[src/rtl/snn_pkg.sv]
// ---------------------------------------------------------------------------
// snn_pkg
// Types and default constants shared by the SNN layer scheduler and its LIF
// datapath.
//   snn_state_e      : scheduler FSM state (IDLE / UPDATE / CLEAR)
//   SNN_*            : default parameter values for the layer
//   idx_width()      : neuron index width, never narrower than one bit
// ---------------------------------------------------------------------------
package snn_pkg;

    typedef enum logic [1:0] {
        ST_IDLE   = 2'd0,
        ST_UPDATE = 2'd1,
        ST_CLEAR  = 2'd2
    } snn_state_e;

    localparam int SNN_WIDTH       = 8;
    localparam int SNN_NUM_NEURONS = 4;
    localparam int SNN_LEAK_SHIFT  = 3;
    localparam int SNN_THRESHOLD   = 10;

    function automatic int idx_width(input int n);
        return (n > 1) ? $clog2(n) : 1;
    endfunction

endpackage

[src/rtl/lif_update_unit.sv]
// ---------------------------------------------------------------------------
// lif_update_unit
// Combinational leaky-integrate-and-fire step for one neuron:
//   a = sat(v - (v >>> LEAK_SHIFT) + w0*d0 + w1*d1), fire = (a >= THRESHOLD)
// Ports:
//   v, w0, w1, d0, d1 : signed WIDTH operands (membrane, weights, inputs)
//   a                 : saturated signed WIDTH result
//   fire              : a reached the threshold
// ---------------------------------------------------------------------------
module lif_update_unit
    import snn_pkg::*;
#(
    parameter int WIDTH      = SNN_WIDTH,
    parameter int LEAK_SHIFT = SNN_LEAK_SHIFT,
    parameter int THRESHOLD  = SNN_THRESHOLD
) (
    input  logic signed [WIDTH-1:0] v,
    input  logic signed [WIDTH-1:0] w0,
    input  logic signed [WIDTH-1:0] w1,
    input  logic signed [WIDTH-1:0] d0,
    input  logic signed [WIDTH-1:0] d1,
    output logic signed [WIDTH-1:0] a,
    output logic                    fire
);
    // Two full products plus the leak term cannot overflow this width.
    localparam int AW = 2 * WIDTH + 2;

    localparam logic signed [AW-1:0] SAT_MAX = {{(AW-WIDTH+1){1'b0}}, {(WIDTH-1){1'b1}}};
    localparam logic signed [AW-1:0] SAT_MIN = {{(AW-WIDTH+1){1'b1}}, {(WIDTH-1){1'b0}}};
    localparam logic signed [WIDTH-1:0] THR  = WIDTH'(THRESHOLD);

    logic signed [AW-1:0] v_x, w0_x, w1_x, d0_x, d1_x, leak_x, acc_x;

    assign v_x    = {{(AW-WIDTH){v[WIDTH-1]}},  v};
    assign w0_x   = {{(AW-WIDTH){w0[WIDTH-1]}}, w0};
    assign w1_x   = {{(AW-WIDTH){w1[WIDTH-1]}}, w1};
    assign d0_x   = {{(AW-WIDTH){d0[WIDTH-1]}}, d0};
    assign d1_x   = {{(AW-WIDTH){d1[WIDTH-1]}}, d1};
    assign leak_x = v_x >>> LEAK_SHIFT;
    assign acc_x  = v_x - leak_x + (w0_x * d0_x) + (w1_x * d1_x);

    always_comb begin
        if (acc_x > SAT_MAX) begin
            a = SAT_MAX[WIDTH-1:0];
        end else if (acc_x < SAT_MIN) begin
            a = SAT_MIN[WIDTH-1:0];
        end else begin
            a = acc_x[WIDTH-1:0];
        end
    end

    assign fire = (a >= THR);

endmodule

[src/rtl/snn_layer_scheduler.sv]
// ---------------------------------------------------------------------------
// snn_layer_scheduler
// Time-multiplexes NUM_NEURONS virtual LIF neurons over one update datapath.
// A tick latches the two shared inputs and walks every neuron once (one per
// cycle); clr walks every neuron zeroing its membrane.
// Ports:
//   clk, reset                : clock, asynchronous active-high reset
//   en                        : global enable (low = everything holds)
//   tick, clr                 : start timestep / zero all membranes
//   data0, data1              : timestep inputs shared by all neurons
//   cfg_we/addr/weight0/1     : per-neuron weight write (accepted in IDLE)
//   busy, done                : UPDATE/CLEAR active, end-of-timestep pulse
//   spike_vec, sum, cur_idx   : last spikes, last membrane result and index
//   tick_dropped, cfg_err     : one-cycle error pulses
// ---------------------------------------------------------------------------
module snn_layer_scheduler
    import snn_pkg::*;
#(
    parameter int WIDTH       = SNN_WIDTH,
    parameter int NUM_NEURONS = SNN_NUM_NEURONS,
    parameter int LEAK_SHIFT  = SNN_LEAK_SHIFT,
    parameter int THRESHOLD   = SNN_THRESHOLD,
    localparam int IDXW       = idx_width(NUM_NEURONS)
) (
    input  logic                    clk,
    input  logic                    reset,
    input  logic                    en,
    input  logic                    tick,
    input  logic                    clr,
    input  logic signed [WIDTH-1:0] data0,
    input  logic signed [WIDTH-1:0] data1,
    input  logic                    cfg_we,
    input  logic [IDXW-1:0]         cfg_addr,
    input  logic signed [WIDTH-1:0] cfg_weight0,
    input  logic signed [WIDTH-1:0] cfg_weight1,
    output logic                    busy,
    output logic                    done,
    output logic [NUM_NEURONS-1:0]  spike_vec,
    output logic signed [WIDTH-1:0] sum,
    output logic [IDXW-1:0]         cur_idx,
    output logic                    tick_dropped,
    output logic                    cfg_err
);
    localparam logic [IDXW-1:0] LAST_IDX = IDXW'(NUM_NEURONS - 1);

    snn_state_e              state_q, state_d;
    logic [IDXW-1:0]         idx_q, idx_d;
    logic signed [WIDTH-1:0] data0_q, data0_d, data1_q, data1_d;
    logic [NUM_NEURONS-1:0]  spike_acc_q, spike_acc_d;
    logic [NUM_NEURONS-1:0]  spike_vec_q, spike_vec_d;
    logic signed [WIDTH-1:0] sum_q, sum_d;
    logic [IDXW-1:0]         cur_idx_q, cur_idx_d;
    logic                    done_q, done_d;
    logic                    tick_dropped_q, tick_dropped_d;
    logic                    cfg_err_q, cfg_err_d;

    logic signed [WIDTH-1:0] v_q  [NUM_NEURONS];
    logic signed [WIDTH-1:0] w0_q [NUM_NEURONS];
    logic signed [WIDTH-1:0] w1_q [NUM_NEURONS];

    // Membrane write port (shared by UPDATE and CLEAR) and weight write port.
    logic                    v_we;
    logic signed [WIDTH-1:0] v_wdata;
    logic                    w_we;

    logic signed [WIDTH-1:0] lif_a;
    logic                    lif_fire;

    lif_update_unit #(
        .WIDTH      (WIDTH),
        .LEAK_SHIFT (LEAK_SHIFT),
        .THRESHOLD  (THRESHOLD)
    ) u_lif (
        .v    (v_q[idx_q]),
        .w0   (w0_q[idx_q]),
        .w1   (w1_q[idx_q]),
        .d0   (data0_q),
        .d1   (data1_q),
        .a    (lif_a),
        .fire (lif_fire)
    );

    always_comb begin
        state_d        = state_q;
        idx_d          = idx_q;
        data0_d        = data0_q;
        data1_d        = data1_q;
        spike_acc_d    = spike_acc_q;
        spike_vec_d    = spike_vec_q;
        sum_d          = sum_q;
        cur_idx_d      = cur_idx_q;
        done_d         = done_q;
        tick_dropped_d = tick_dropped_q;
        cfg_err_d      = cfg_err_q;
        v_we           = 1'b0;
        v_wdata        = '0;
        w_we           = 1'b0;

        if (en) begin
            done_d         = 1'b0;
            tick_dropped_d = 1'b0;
            cfg_err_d      = 1'b0;
            unique case (state_q)
                ST_IDLE: begin
                    w_we = cfg_we;
                    if (clr) begin
                        state_d        = ST_CLEAR;
                        idx_d          = '0;
                        tick_dropped_d = tick;
                    end else if (tick) begin
                        state_d     = ST_UPDATE;
                        idx_d       = '0;
                        data0_d     = data0;
                        data1_d     = data1;
                        spike_acc_d = '0;
                    end
                end
                ST_UPDATE: begin
                    tick_dropped_d = tick;
                    cfg_err_d      = cfg_we;
                    v_we           = 1'b1;
                    v_wdata        = lif_fire ? '0 : lif_a;
                    sum_d          = lif_a;
                    cur_idx_d      = idx_q;
                    if (lif_fire) begin
                        spike_acc_d[idx_q] = 1'b1;
                    end
                    if (idx_q == LAST_IDX) begin
                        state_d     = ST_IDLE;
                        spike_vec_d = spike_acc_d;
                        done_d      = 1'b1;
                    end else begin
                        idx_d = idx_q + IDXW'(1);
                    end
                end
                ST_CLEAR: begin
                    tick_dropped_d = tick;
                    cfg_err_d      = cfg_we;
                    v_we           = 1'b1;
                    if (idx_q == LAST_IDX) begin
                        state_d = ST_IDLE;
                    end else begin
                        idx_d = idx_q + IDXW'(1);
                    end
                end
                default: state_d = ST_IDLE;
            endcase
        end
    end

    always_ff @(posedge clk or posedge reset) begin
        if (reset) begin
            state_q        <= ST_IDLE;
            idx_q          <= '0;
            data0_q        <= '0;
            data1_q        <= '0;
            spike_acc_q    <= '0;
            spike_vec_q    <= '0;
            sum_q          <= '0;
            cur_idx_q      <= '0;
            done_q         <= 1'b0;
            tick_dropped_q <= 1'b0;
            cfg_err_q      <= 1'b0;
        end else begin
            state_q        <= state_d;
            idx_q          <= idx_d;
            data0_q        <= data0_d;
            data1_q        <= data1_d;
            spike_acc_q    <= spike_acc_d;
            spike_vec_q    <= spike_vec_d;
            sum_q          <= sum_d;
            cur_idx_q      <= cur_idx_d;
            done_q         <= done_d;
            tick_dropped_q <= tick_dropped_d;
            cfg_err_q      <= cfg_err_d;
        end
    end

    // Per-neuron storage; address decode per entry so out-of-range
    // cfg_addr values simply write nothing.
    generate
        for (genvar gi = 0; gi < NUM_NEURONS; gi++) begin : g_neuron
            always_ff @(posedge clk or posedge reset) begin
                if (reset) begin
                    v_q[gi]  <= '0;
                    w0_q[gi] <= '0;
                    w1_q[gi] <= '0;
                end else begin
                    if (v_we && (idx_q == IDXW'(gi))) begin
                        v_q[gi] <= v_wdata;
                    end
                    if (w_we && (cfg_addr == IDXW'(gi))) begin
                        w0_q[gi] <= cfg_weight0;
                        w1_q[gi] <= cfg_weight1;
                    end
                end
            end
        end
    endgenerate

    assign busy         = (state_q != ST_IDLE);
    assign done         = done_q;
    assign spike_vec    = spike_vec_q;
    assign sum          = sum_q;
    assign cur_idx      = cur_idx_q;
    assign tick_dropped = tick_dropped_q;
    assign cfg_err      = cfg_err_q;

endmodule

[config.mk]
export PLATFORM = sky130hd
export DESIGN_NAME = snn_layer_scheduler
export DESIGN_NICKNAME = d
export VERILOG_FILES = /design/src/rtl/snn_pkg.sv /design/src/rtl/lif_update_unit.sv /design/src/rtl/snn_layer_scheduler.sv
export SDC_FILE = /design/constraint.sdc
export NUM_CORES = 1
export LEC_CHECK = 0
export CORE_MARGIN = 5
export CORE_UTILIZATION = 40
export CTS_CLUSTER_DIAMETER = 30
export DETAILED_ROUTE_END_ITERATION = 8
export PLACE_DENSITY = 0.67
export SYNTH_ARGS = -nofsm -noshare
export SYNTH_HDL_FRONTEND = slang
export SYNTH_SLANG_ARGS = --single-unit
[constraint.sdc]
create_clock -name clk -period 12.1 [get_ports clk]
set_clock_uncertainty 0.1 [all_clocks]
set_input_delay 2.42 -clock clk [delete_from_list [all_inputs] [get_ports clk]]
set_output_delay 2.42 -clock clk [all_outputs]
set_load 0.1 [all_outputs]
==> metrics.md, run 1 <==
| Metric | Value |
|---|---|
| Outcome | `completed` |
| Hold Buf Count CTS | `0` |
| Fraction of registers with async set/reset | `1.00` |
| CTS sink count | `~140` |
| Most common cell after layout, fill and taps aside | `inv_1` |
| Routed length per instance | `15.6 um` |
| Area of the multi-input gates | `between 8000 and 9000 sq um` |
| Critical path class | `flip-flop to flip-flop` |
| Tcrit/Tclk final | `0.757` |
| Max-cap violations | `0` |
| Fmax | `around 0.11 GHz` |
| Nets | `1503` |
| IO Count | `a little under 60` |
| Clock latency on the worst-skew pair | `0.44 ns` |
| Post-synthesis mux area share | `0.120` |
| FF-to-FF End | `v_q[24]` |
| CTS root buf | `clkbuf_16` |
| Area Overhead vs Synth | `12.8%` |
| DP HPWL | `20.4 mm` |
| Cell mode on critical path | `fa_1` |
| EDFF count, synth | `0` |
| Critical path's largest stage delay | `1.04 ns` |
| DRT antenna net count | `0` |
| Slowest cell on the critical path | `dfrtp_2` |
| Slew at the pin with the worst max-slew slack | `around 1.0 ns` |
| Port Buf Inserts | `57` |
| Main flop type after synthesis | `dfrtp_1` |
| Final Setup Violations | `0` |
| Setup WS pre-CTS | `2.93 ns` |
| Initial DRC count | `316` |
| Clock Pin Slew Worst Setup and Hold Paths | `0.06 ns` |
| Synth Area in XOR/XNOR | `0.0343` |
| Core outline area | `30700 sq um` |
| DRC viols | `0` |
| Mapped Area | `12500 sq um` |
| Mapped Nets | `approximately 1500` |
| Largest family of logic cells by synthesized area | `adder cells` |
| Row count | `between 60 and 70` |
| Vias | `8493` |
| Sequential share of the synthesized area | `0.274` |
| Cell count after synthesis | `1196` |
| GRT Total Usage | `0.155` |
| R2R setup slack | `2.94 ns` |
| 1st-pass router iterations | `5` |
| Die height | `187 um` |
| CP Capture Type | `flip-flop` |
| Critical Path AT | `9.41 ns` |
| Most frequent cells in the layout | `inv_1, dfrtp_1, fa_1, nand2_1, ha_1` |
| Finished Core Util | `0.459` |
| RSZ-0062 raised after global routing | `false` |
| Fraction of layout cells with a size suffix above 1 | `0.129` |
| Min Tclk post-route | `9.16 ns` |
| Post-route setup TNS | `0 ns` |
| Via density per instance | `5.13` |
| First-pass GRT wire length | `44.9 mm` |
| Worst-path fanout max | `30` |
| Yosys warning count | `0` |
| R2R depth | `29` |
| H-tree depth | `4` |
| Hold path cells | `2` |
| Final Max Tran Viols | `0` |
| Post-CTS setup buffer count | `0` |
| Post-Syn Area per Cell | `about 10 sq um` |
| CTS tree | `done` |
| Die X | `~190 um` |
| CP Launch Type | `flip-flop` |
| WP data required | `12.35 ns` |
| Flops & latches, synth | `roughly 140` |
| TritonCTS Buffers | `17` |
| Compound-cell area share of the yosys netlist | `0.0896` |
| Clock buffer depth | `2` |
| Total grt overflow | `0` |
| Number of fill cells | `2874` |
| Largest net degree at the start of global routing | `between 70 and 80` |
| Synth Area in Simple Gates | `0.118` |
| Hold WC Path Type | `flip-flop to flip-flop` |
| Adder and majority cell fraction of the synthesized area | `0.293` |
| Max-slew headroom | `0.321` |
| Fin worst setup slack | `2.94 ns` |
| Initial antenna violation count | `0` |
| Starting Density | `0.406` |
| Fin. Hold Viols | `0` |
| Hold path start | `sum[6]` |
| Worst r2r src | `idx_q[0]` |
| Post-DP Area | `roughly 13000 sq um` |
| Vias in the first global route | `8961` |
| Final Wtd Congestion | `0.851` |
| Min-Delay Endpoint | `sum[6]` |
| Final instance area | `14100 sq um` |
| Routed WL | `25.9 mm` |
| Post-CTS resize count | `0` |
| DIE AREA | `around 35000 sq um` |
| Reg area | `3430 sq um` |
| Yosys cell types | `60` |
## state kept, by name, summed over array words and instances, names as in the netlist, 2 cells and up
| signal | count |
|---|---|
| sum | 8 |
| w1_q | 32 |
| idx_q | 2 |
| w0_q | 32 |
| spike_acc_q | 4 |
| data0_q | 8 |
| cur_idx | 2 |
| spike_vec | 4 |
| v_q | 32 |
| data1_q | 8 |
| state_q | 2 |
## through the flow
step	hold slack (ns)	instances
after global routing	0.390	1656
after global placement	0.361	1624
final	0.378	1657
after CTS	0.382	1656
after detailed placement	0.368	1624
after floorplan	0.345	1196
## critical path: cells and delay by family, from the launching register on
family | cells | cell delay (ns)
flip-flops | 1 | 1.04
AND/OR/NAND/NOR | 6 | 1.05
multiplexers | 2 | 1.02
XOR/XNOR | 1 | 0.24
AO/OA/AOI/OAI | 9 | 2.05
buffers and inverters | 4 | 0.25
adder cells (fa/ha/maj) | 7 | 3.32
## worst max-delay path by stage
| stage | startpoint | end | slack [ns] | cells after the start |
|---|---|---|---|---|
| 2_1_floorplan | idx_q[0] | v_q[12] | 3.59 | 33 |
| 3_3_place_gp | idx_q[0] | sum[0] | 3.04 | 31 |
| 3_5_place_dp | idx_q[0] | spike_acc_q[1] | 2.93 | 30 |
| 4_1_cts | idx_q[0] | spike_acc_q[1] | 2.85 | 29 |
| 5_1_grt | idx_q[0] | spike_vec[1] | 2.29 | 29 |
| 6_report | idx_q[0] | v_q[24] | 2.94 | 29 |
## cell families (layout without fill, tap and decap cells)
logic type               Yosys count  in the layout
adder cells (fa/ha/maj)          216            216
AO/OA/AOI/OAI                    165            165
flip-flops                       137            137
other                              0              1
buffers and inverters            231            295
XOR/XNOR                          49             49
AND/OR/NAND/NOR                  289            289
multiplexers                     109            109
## synth_stat cells, drive strengths merged, types with 17 or more instances
master | instances | area (sq um)
o21ai | 63 | 323
clkbuf | 22 | 82.6
nand2 | 99 | 372
xor2 | 17 | 149
mux4 | 24 | 541
nand3 | 17 | 85.1
inv | 203 | 762
and2 | 83 | 519
nor2 | 26 | 97.6
mux2 | 82 | 927
a21o | 18 | 135
a21oi | 29 | 145
xnor2 | 32 | 280
dfrtp | 137 | 3430
fa | 128 | 2560
ha | 88 | 1100
## layout make-up
| class | instances | share of cell area |
|---|---|---|
| multi-input combinational | 828 | 0.582 |
| sequential | 137 | 0.243 |
| inverter | 203 | 0.0544 |
| timing repair buffer | 60 | 0.0421 |
| tap | 396 | 0.0351 |
| clock buffer | 20 | 0.0324 |
| clock inverter | 12 | 0.0106 |
| antenna | 1 | 0.000177 |
## per-layer routing
metal / wire length (um) / vias to the layer above / GRT usage
met3: 762 / 21 / 0.0239
met5: 0 / - / 0
met4: 334 / 0 / 0.0441
met2: 13000 / 139 / 0.259
met1: 11800 / 4295 / 0.210
li1: - / 4038 / -
Power of run 1 is not shown: default switching activity piles up to over one toggle a cycle in this logic, so the estimate is an artifact.
==> run 2, diff against run 1 <==
clock period = 9 ns   (was 12.1 ns; I/O delays follow)
==> metrics.md, run 2 (synthesis gave the netlist of run 1 again) <==
| Metric | Value |
|---|---|
| Critical path's largest stage delay | `0.53 ns` |
| Largest net degree at the start of global routing | `82` |
| Clock buffer depth | `2` |
| Fin. Hold Viols | `0` |
| Worst r2r src | `idx_q[0]` |
| R2R setup slack | `0.42 ns` |
| Slew at the pin with the worst max-slew slack | `1.02 ns` |
| DP HPWL | `20.7 mm` |
| 1st-pass router iterations | `5` |
| CP Launch Point | `idx_q[0]` |
| Final Setup Violations | `0` |
| Max-slew headroom | `0.321` |
| Antenna cells | `0` |
| Port Buf Inserts | `57` |
| Tcrit/Tclk final | `0.954` |
| CTS root buf | `clkbuf_16` |
| Clock Pin Slew Worst Setup and Hold Paths | `0.06 ns` |
| Critical path class | `flip-flop to flip-flop` |
| Slowest cell on the critical path | `fa_1` |
| Max-cap violations | `0` |
| WP data required | `9.24 ns` |
| Die X | `187 um` |
| First-pass GRT wire length | `45.1 mm` |
| IO Count | `58` |
| Worst-path fanout max | `16` |
| Min Tclk post-route | `8.58 ns` |
| Fraction of layout cells with a size suffix above 1 | `0.148` |
| Total grt overflow | `0` |
| Biggest regs | `v_q (32), w0_q (32), w1_q (32)` |
| Fmax | `0.117 GHz` |
| Initial DRC count | `506` |
| TritonCTS Buffers | `17` |
| Clock latency on the worst-skew pair | `0.42 ns` |
| DRC viols | `0` |
| Final Max Tran Viols | `0` |
| Routed WL | `between 20 and 30 mm` |
| Hold WS | `0.375 ns` |
| Routed length per instance | `15.7 um` |
| Non-filler instance count after layout | `1674` |
| Fin worst setup slack | `approximately 0.42 ns` |
| CP Launch Type | `flip-flop` |
| Outcome | `completed` |
| Vias | `about 8500` |
| Vias in the first global route | `roughly 9000` |
| Most common cell after layout, fill and taps aside | `inv_1` |
| DIE AREA | `34900 sq um` |
| GRT Total Usage | `0.155` |
| CTS sink count | `137` |
| Nets | `1521` |
| Area Overhead vs Synth | `15.2%` |
| Number of fill cells | `around 2900` |
| Top cell family by delay on the critical path | `adder cells` |
| Row count | `64` |
| Post-DP Area | `approximately 14000 sq um` |
| Via density per instance | `5.10` |
| Critical Path AT | `8.83 ns` |
| CP Capture Type | `flip-flop` |
| H-tree depth | `4` |
| DRT antenna net count | `0` |
| Die height | `~190 um` |
| Most frequent cells in the layout | `inv_1, dfrtp_1, fa_1, nand2_1, ha_1` |
| WP buf/inv | `7` |
| Core outline area | `30700 sq um` |
| Hold path start | `v_q[2]` |
| Final Wtd Congestion | `0.845` |
| CTS tree | `done` |
| Setup WS pre-CTS | `0.205 ns` |
| Initial antenna violation count | `0` |
| Placed insts | `1631` |
| Hold WC Path Type | `flip-flop to flip-flop` |
| Final instance area | `around 14000 sq um` |
| Starting Density | `0.406` |
[run 2: changes by cell type in the layout (fill, tap and decap cells not counted), moves of 2 or more]
cell        change
o41ai_1         -2
o41ai_2         +2
a21oi_2         +4
clkinv_2        -4
clkinvlp_4      -2
a21oi_1         -4
bufinv_16       +3
a2bb2oi_4       +2
buf_4          +17
[run 2: stage by stage]
stage / utilization / TNS, ns
floorplan: - / 0
global placement: 0.440 / 0
detailed placement: 0.440 / 0
CTS: 0.463 / 0
global route: 0.468 / -0.279
finish: 0.468 / 0
[run 2: final cells by class]
class	instances	area, sq um	area share
clock buffer	22	474	0.0329
inverter	203	767	0.0533
tap	396	495	0.0344
multi-input combinational	828	8280	0.575
clock inverter	10	213	0.0148
sequential	137	3430	0.238
timing repair buffer	78	741	0.0514
[run 2: path summary, 6_finish.rpt]
| path | end | cells past startpoint |
|---|---|---|
| worst min register to register | v_q[2] | 2 |
| worst max register to register | v_q[16] | 32 |
| max in group asynchronous | idx_q[0] | 3 |
| worst min-delay path | v_q[2] | 2 |
| worst max-delay path | v_q[16] | 32 |
| min in group asynchronous | cfg_err | 2 |
[run 2: per-layer routing]
layer  vias up  global-route usage  part of all wire
met3        32              0.0213             0.033
met1      4275               0.213              0.45
met4         0              0.0464             0.017
met5         -                   0                 0
met2       163               0.258              0.49
li1       4074                   -                 -
[run 2: worst reg2reg max path: cells and delay by family, from the launching register on]
family                     cells  cell delay (ns)
AOI/OAI and AO/OA              9             1.97
xor gates and xnor gates       1             0.18
adders and majority gates      7             3.21
buffers and inverters          7             0.60
DFF                            1             0.48
muxes                          2             0.82
and+or+nand+nor                6             1.13
[run 2: repair_timing]
| action | CTS | global route |
|---|---|---|
| setup buffers | 0 | 11 |
| endpoints found under the setup margin | 0 | 43 |
| resized for setup | 0 | 14 |
| hold buffers | 0 | 0 |
Power of run 2 is left out for the same reason.
==> run 3, diff against run 2 <==
CTS_BUF_LIST = sky130_fd_sc_hd__clkbuf_8   (was not set)
==> metrics.md, run 3 (synthesis gave the netlist of run 1 again) <==
| Metric | Value |
|---|---|
| Port Buf Inserts | `57` |
| Initial antenna violation count | `0` |
| Post-route setup TNS | `0 ns` |
| Hold Buf Count CTS | `0` |
| CP Launch Type | `flip-flop` |
| IO Count | `58` |
| 1st-pass router iterations | `5` |
| Tcrit/Tclk final | `0.952` |
| Max-slew headroom | `0.329` |
| H-tree depth | `4` |
| Slew at the pin with the worst max-slew slack | `1.01 ns` |
| Via density per instance | `5.10` |
| Min Tclk post-route | `8.57 ns` |
| Fin worst setup slack | `0.435 ns` |
| DIE AREA | `34900 sq um` |
| TritonCTS Buffers | `17` |
| Vias | `8546` |
| Die X | `187 um` |
| Area of the multi-input gates | `around 8300 sq um` |
| Critical path's largest stage delay | `0.53 ns` |
| Critical Path AT | `around 8.9 ns` |
| Antenna cells | `0` |
| Nets | `1522` |
| Die height | `187 um` |
| Area Overhead vs Synth | `13.8%` |
| Biggest regs | `v_q (32), w0_q (32), w1_q (32)` |
| Worst-path fanout max | `16` |
| Critical path class | `flip-flop to flip-flop` |
| Hold path cells | `2` |
| Routed WL | `26.1 mm` |
| Final instance area | `14200 sq um` |
| Slowest cell on the critical path | `fa_1` |
| Vias in the first global route | `8958` |
| Number of fill cells | `2876` |
| First-pass GRT wire length | `44.7 mm` |
| CP Depth | `32` |
| Hold WC Path Type | `flip-flop to flip-flop` |
| Reg area | `3430 sq um` |
| DRT antenna net count | `0` |
| Final Wtd Congestion | `0.845` |
| Max-cap violations | `0` |
| WP buf/inv | `7` |
| Final Setup Violations | `0` |
| Clock buffer depth | `2` |
| Clock Pin Slew Worst Setup and Hold Paths | `approximately 0.080 ns` |
| R2R depth | `32` |
| Final Max Tran Viols | `0` |
| Placed insts | `1631` |
| Outcome | `completed` |
| CTS tree | `done` |
| Row count | `64` |
| Most common cell after layout, fill and taps aside | `inv_1` |
| Total grt overflow | `0` |
| CTS root buf | `clkbuf_8` |
| Top cell family by delay on the critical path | `adder cells` |
| Non-filler instance count after layout | `between 1500 and 2000` |
| Core outline area | `30700 sq um` |
| GRT Total Usage | `0.154` |
| WP data required | `9.29 ns` |
| Fin. Hold Viols | `0` |
| CTS sink count | `137` |
| Fraction of layout cells with a size suffix above 1 | `0.149` |
| Setup WS pre-CTS | `between 0.2 and 0.25 ns` |
| DP HPWL | `just over 20 mm` |
| Clock latency on the worst-skew pair | `0.47 ns` |
| Starting Density | `0.406` |
| CP Capture Type | `flip-flop` |
| Largest net degree at the start of global routing | `82` |
| Initial DRC count | `423` |
| DRC viols | `0` |
| Routed length per instance | `15.6 um` |
| Fmax | `0.117 GHz` |
| Most frequent cells in the layout | `inv_1, dfrtp_1, fa_1, nand2_1, ha_1` |
| Post-DP Area | `between 10000 and 15000 sq um` |
==> run 3: cell count changes in the layout (fill, tap and decap cells not counted), moves of 2 or more <==
| cell | previous run | this run |
|---|---|---|
| clkbuf_1 | 2 | 0 |
| inv_1 | 202 | 204 |
| clkbuf_8 | 3 | 20 |
| clkbuf_16 | 17 | 0 |
==> run 3: repair_timing <==
| item | in CTS | in global routing |
|---|---|---|
| buffers inserted | 0 | 12 |
| gates resized for setup | 0 | 15 |
| hold endpoints to repair | 0 | 0 |
| endpoints found under the setup margin | 0 | 43 |
==> run 3: path summary, 6_finish.rpt <==
kind,startpoint,to,slack (ns)
max in group asynchronous,reset,idx_q[0],5.69
hold reg to reg,v_q[2],v_q[2],0.38
setup / recovery,idx_q[0],v_q[16],0.43
min in group asynchronous,reset,state_q[0],1.65
hold / removal,v_q[2],v_q[2],0.38
setup reg to reg,idx_q[0],v_q[16],0.43
==> run 3: routing by layer <==
metal / GRT usage / share of wire
met4: 0.0387 / 0.016
met3: 0.0256 / 0.036
met2: 0.258 / 0.50
met5: 0 / 0
met1: 0.210 / 0.45
==> run 3: worst reg2reg max path: cells and delay by family (launching register included) <==
kind / cells / cell delay, ns
adders and majority gates: 7 / 3.21
buffers and inverters: 7 / 0.61
xor gates and xnor gates: 1 / 0.18
and+or+nand+nor: 6 / 1.13
AOI/OAI and AO/OA: 9 / 1.95
DFF: 1 / 0.48
muxes: 2 / 0.82
==> run 3: cell type report <==
class,count,share of cell area
well taps,396,0.0348
multi-input cells,828,0.583
flip-flops and latches,137,0.241
repair buffers,79,0.0526
inverters,203,0.0539
clock inverters,12,0.0155
clock buffers,20,0.0193
==> run 3: metrics by stage <==
stage          utilization  hold WS, ns
5_1_grt              0.463        0.409
3_3_place_gp         0.440        0.357
4_1_cts              0.456        0.385
3_5_place_dp         0.440        0.368
6_report             0.463        0.377
2_1_floorplan            -        0.345
Power of run 3 is left out for the same reason.
